$ cat src/rtl/switch_debouncer_pkg.sv
// Shared constants, counter sizing and per-bit state encoding for the switch debouncer.
package switch_debouncer_pkg;

   localparam int N_SW_DEF          = 3;
   localparam int SYNC_STAGES_DEF   = 2;
   localparam int STABLE_CYCLES_DEF = 1000000;
   localparam int STABLE_CYCLES_SIM = 4;

   // Width of a counter that must hold values up to stable_cycles-1.
   function automatic int cnt_width(input int stable_cycles);
      return (stable_cycles < 2) ? 1 : $clog2(stable_cycles);
   endfunction

   typedef enum logic {
      ST_STABLE = 1'b0,
      ST_COUNT  = 1'b1
   } db_state_e;

endpackage

$ cat src/rtl/debounce_bit.sv
// One switch channel: synchroniser, stability counter FSM and registered edge pulses.
//
//   state     | meaning
//   ----------+---------------------------------------------------------
//   ST_STABLE | synchronised input equals sw_db, counter idle at 0
//   ST_COUNT  | input differs from sw_db, counting consecutive samples
module debounce_bit
   import switch_debouncer_pkg::*;
#(
   parameter int SYNC_STAGES   = SYNC_STAGES_DEF,
   parameter int STABLE_CYCLES = STABLE_CYCLES_DEF
) (
   input  logic clk,
   input  logic rst_n,
   input  logic sw_raw,
   output logic sw_db,
   output logic sw_rise,
   output logic sw_fall
);

   localparam int             CW       = cnt_width(STABLE_CYCLES);
   localparam logic [CW-1:0]  CNT_LAST = CW'(STABLE_CYCLES - 1);

   logic [SYNC_STAGES-1:0] r_sync;
   logic                   w_s;
   db_state_e              r_state, w_state_nxt;
   logic [CW-1:0]          r_cnt, w_cnt_nxt;
   logic                   r_db, w_db_nxt;
   logic                   r_rise, w_rise_nxt;
   logic                   r_fall, w_fall_nxt;

   assign w_s = r_sync[SYNC_STAGES-1];

   // Shift the asynchronous pin through the synchroniser chain.
   always_ff @(posedge clk or negedge rst_n) begin
      if (!rst_n) r_sync <= '0;
      else        r_sync <= {r_sync[SYNC_STAGES-2:0], sw_raw};
   end

   // State, counter, debounced level and edge pulse registers.
   always_ff @(posedge clk or negedge rst_n) begin
      if (!rst_n) begin
         r_state <= ST_STABLE;
         r_cnt   <= '0;
         r_db    <= 1'b0;
         r_rise  <= 1'b0;
         r_fall  <= 1'b0;
      end else begin
         r_state <= w_state_nxt;
         r_cnt   <= w_cnt_nxt;
         r_db    <= w_db_nxt;
         r_rise  <= w_rise_nxt;
         r_fall  <= w_fall_nxt;
      end
   end

   // Next-state: accept a new level only after STABLE_CYCLES matching samples.
   always_comb begin
      w_state_nxt = r_state;
      w_cnt_nxt   = r_cnt;
      w_db_nxt    = r_db;
      w_rise_nxt  = 1'b0;
      w_fall_nxt  = 1'b0;
      case (r_state)
         ST_STABLE: begin
            if (w_s != r_db) begin
               w_state_nxt = ST_COUNT;
               w_cnt_nxt   = CW'(1);
            end else begin
               w_cnt_nxt   = '0;
            end
         end
         ST_COUNT: begin
            if (w_s == r_db) begin
               w_state_nxt = ST_STABLE;
               w_cnt_nxt   = '0;
            end else if (r_cnt == CNT_LAST) begin
               w_state_nxt = ST_STABLE;
               w_cnt_nxt   = '0;
               w_db_nxt    = w_s;
               w_rise_nxt  = w_s;
               w_fall_nxt  = ~w_s;
            end else begin
               w_cnt_nxt   = r_cnt + CW'(1);
            end
         end
      endcase
   end

   assign sw_db   = r_db;
   assign sw_rise = r_rise;
   assign sw_fall = r_fall;

endmodule

$ cat src/rtl/switch_debouncer.sv
// Debounces N_SW raw slide switches into clean levels plus rise/fall pulses.
module switch_debouncer
   import switch_debouncer_pkg::*;
#(
   parameter int N_SW          = N_SW_DEF,
   parameter int SYNC_STAGES   = SYNC_STAGES_DEF,
   parameter int STABLE_CYCLES = STABLE_CYCLES_DEF
) (
   input  logic            clk,
   input  logic            rst_n,
   input  logic [N_SW-1:0] sw_raw,
   output logic [N_SW-1:0] sw_db,
   output logic [N_SW-1:0] sw_rise,
   output logic [N_SW-1:0] sw_fall,
   output logic            sw_changed
);

   logic [N_SW-1:0] w_pulse;

   for (genvar g = 0; g < N_SW; g++) begin : g_bit
      debounce_bit #(
         .SYNC_STAGES   (SYNC_STAGES),
         .STABLE_CYCLES (STABLE_CYCLES)
      ) u_bit (
         .clk     (clk),
         .rst_n   (rst_n),
         .sw_raw  (sw_raw[g]),
         .sw_db   (sw_db[g]),
         .sw_rise (sw_rise[g]),
         .sw_fall (sw_fall[g])
      );
   end

   assign w_pulse    = sw_rise | sw_fall;
   assign sw_changed = |w_pulse;

endmodule

$ cat config.mk
export PLATFORM = sky130hd
export DESIGN_NAME = switch_debouncer
export DESIGN_NICKNAME = d
export VERILOG_FILES = /design/src/rtl/switch_debouncer_pkg.sv /design/src/rtl/debounce_bit.sv /design/src/rtl/switch_debouncer.sv
export SDC_FILE = /design/constraint.sdc
export NUM_CORES = 1
export LEC_CHECK = 0
export CORE_MARGIN = 5
export CORE_UTILIZATION = 57
export CTS_BUF_LIST = sky130_fd_sc_hd__clkbuf_2 sky130_fd_sc_hd__clkbuf_4 sky130_fd_sc_hd__clkbuf_8
export DETAILED_ROUTE_END_ITERATION = 8
export DONT_BUFFER_PORTS = 1
export PLACE_DENSITY = 0.77
export SYNTH_ARGS = -nofsm -noshare
export SYNTH_HDL_FRONTEND = slang
export SYNTH_SLANG_ARGS = --single-unit
$ cat constraint.sdc
create_clock -name clk -period 3.5 [get_ports clk]
set_input_delay 0.875 -clock clk [delete_from_list [all_inputs] [get_ports clk]]
set_output_delay 0.875 -clock clk [all_outputs]
set_load 0.01 [all_outputs]
==> results.cfg <==
[outcome]
status = completed

[global_route]
grt_pass1_wl_um = 11800
grt_pass1_vias = 2547
overflow = 0
grt_use_total_pct = 17.1
grt_max_degree = 79
antenna_found_initial = 0

[routing]
vias_per_cell = 6.04
wl_per_cell_um = 15.0
num_vias = 2693
route.detailed.drc = 0
drt_iter0_markers = 155
first_pass_iters = 4
drt_wl_total_um = 6690
antenna_left = 0

[setup_path]
cp-startpoint = g_bit[1].u_bit.r_cnt[0]$_DFF_PN0_
crit_arrival_ns = 2.46
crit_cells = 5
cp_num_buf_inv = 0
r2r_slack_ns = 1.28
rr_worst_depth = 5
crit_chain = ha_1, and4_1, nand4_1, nor4_1, mux2_2
worstSetupPathType = flip-flop to flip-flop
slowest_delay_ns = 0.55
start_kind = flip-flop
endpoint = g_bit[1].u_bit.sw_db$_DFFE_PN0P_
cp_top_family = simple AND/OR/NAND/NOR gates
rr_endpoint = g_bit[1].u_bit.sw_db$_DFFE_PN0P_
r2r-start = g_bit[1].u_bit.r_cnt[0]$_DFF_PN0_
slowest_stage = nor4_1
critPathCaptureType = flip-flop
path_max_fanout = 6
worstPathRequired_ns = 3.74

[yosys]
yosysWarnings = 0
synth_nets = 382
yosys_register_bits = 78
yosysMostFrequentCell = dfrtp_1
syn_area_sq_um = 3760
synthCells = 374
synth_top_area_cell = dfrtp_1
ys_types = 38
ys_seq_area_share_pct = 51.9
synth_edf_count = 0
netlist.area_leader.share_pct = 51.9
synthArstFlopShare_pct = 100
netlist_top_cells_area = dfrtp_1 (52%), xor2_1 (5.1%), xnor2_1 (4.4%)
synthTopCellsByCount = dfrtp_1 (78), nor2_1 (43), nand4_1 (22), xor2_1 (22)
synth_area_per_cell_sq_um = 10.1
synthFlopType = dfrtp_1

[clock_network]
cts.sinks = 78
htree_num_levels = 3
hold_buffers = 0
insertion_delay_ns = 0.35
clockRootBuffer = clkbuf_8
cts_tree = built
cts_buffers = 9
clock_path_buffers = 2
ctsResizeCount = 0
clk_pin_slew_ns = 0.09
cts_setup_buffers = 0

[die]
placeableCoreArea_sq_um = 6390
die_w_um = 91.2
ios = 15
start_util_pct = 58.9
fp-row-count = 29
die-height_um = 91.2
dieArea_sq_um = 8320

[final_layout]
nets = 372
diodes = 0
drive_gt1_share_pct = 7.32
synthToLayoutAreaGrowth_pct = 6.46

[sta]
timing.final.crit_share_pct = 63.4
slew_viol_final = 0
slew_headroom_pct = 57.7
finalSetupTns_ns = 0
final-setup-viol-count = 0
grt_setup_unrepaired = false
post-route-min-period_ns = 2.22
hold_violations = 0
tightestPinTransition_ns = 0.630
skew_ns = 0.0113
hold_ws_ns = 0.209
fmax_ghz = 0.451

[power_and_ir_drop]
p_leak_nw = 1.56
power_frac_comb_pct = 3.2
p_per_area_nw_per_um2 = 442
switching_share_pct = 23.2
p_int_mw = 1.36
power_frac_seq_pct = 53.0
power_switching_mw = 0.411
peakVddDrop_mv = 0.428
power.share.clock_pct = 43.8

[placed_design]
io_buffers = 0
place_hpwl_um = 4580
gp_congestion = 0.879

[worst_hold_path]
holdCritPathClass = input pin to async pin

[job]
maxCapViolCount = 0
## worst register-to-register path, stage by stage (launching register included)
cell     delay, ns
dfrtp_1       0.42
ha_1          0.25
and4_1        0.33
nand4_1       0.17
nor4_1        0.55
mux2_2        0.40
## cell families (layout without fill, tap and decap cells)
kind of cell	count (synthesis)	after routing	synth area share (%)
xor gates and xnor gates	41	41	9.55
and+or+nand+nor	171	171	25.1
DFF	78	78	51.9
muxes	2	2	0.599
AOI/OAI and AO/OA	44	44	7.39
adders and majority gates	3	3	0.998
buffers and inverters	35	30	4.49
## layer usage
layer,global-route usage (%),part of all wire (%),vias to the layer above,wire length (um)
met5,0,0,-,0
met4,7.09,1.3,0,90
met3,4.05,4.1,13,272
met2,25.1,46,53,3080
met1,24.4,49,1313,3250
li1,-,-,1314,-
## power by group through the flow
stage	logic, mW	registers [mW]	clock network (mW)
after floorplan	0.0427	0.950	0
after global placement	0.0544	0.955	0
after detailed placement	0.0561	0.956	0
after CTS	0.0564	0.938	0.798
after global routing	0.0655	0.942	0.836
final	0.0558	0.938	0.776
## per-stage QoR
step	setup WS, ns	area [sq um]	power (mW)	instances	utilization, %
finish	1.28	4000	1.77	446	62.7
global route	1.05	4000	1.84	446	62.7
CTS	1.26	4000	1.79	446	62.7
detailed placement	1.29	3760	1.01	430	58.9
global placement	1.39	3760	1.01	430	58.9
floorplan	1.58	3760	0.993	374	-
## state kept, by name, summed over array words and instances, names as in the netlist
| register | cells |
|---|---|
| g_bit.u_bit.r_state | 3 |
| g_bit.u_bit.sw_rise | 3 |
| g_bit.u_bit.sw_db | 3 |
| g_bit.u_bit.sw_fall | 3 |
| g_bit.u_bit.r_sync | 6 |
| g_bit.u_bit.r_cnt | 60 |
## how the worst min path moves through the flow
stage                                    endpoint  slack (ns)  depth (start not counted)
2_1_floorplan  g_bit[0].u_bit.r_sync[1]$_DFF_PN0_        0.33                          0
3_3_place_gp   g_bit[1].u_bit.r_sync[1]$_DFF_PN0_        0.33                          0
3_5_place_dp   g_bit[2].u_bit.r_sync[1]$_DFF_PN0_        0.33                          0
4_1_cts        g_bit[2].u_bit.r_cnt[16]$_DFF_PN0_        0.19                          0
5_1_grt        g_bit[2].u_bit.r_cnt[17]$_DFF_PN0_        0.18                          0
6_report       g_bit[2].u_bit.r_cnt[17]$_DFF_PN0_        0.21                          0
## placed cells by master, fill, tap and decap left out, types with 13 or more instances in the layout
master / Yosys / layout
xnor2_1: 19 / 19
nor2_1: 43 / 43
or4_1: 15 / 15
o31ai_1: 16 / 15
a21oi_1: 16 / 16
nand4_1: 22 / 22
dfrtp_1: 78 / 78
xor2_1: 22 / 22
nand3_1: 19 / 19
nor4_1: 13 / 13
nand2_1: 19 / 19
## cell type report
cell class                      instances  area, sq um
Fill cell                             494         2380
Sequential cell                        78         1950
Multi-Input combinational cell        261         1650
Clock buffer                            9          124
Clock inverter                          7          115
Tap cell                               77         96.3
Inverter                               11         41.3
Timing Repair Buffer                    3         22.5
No activity file was read; power rests on OpenSTA's default activity.
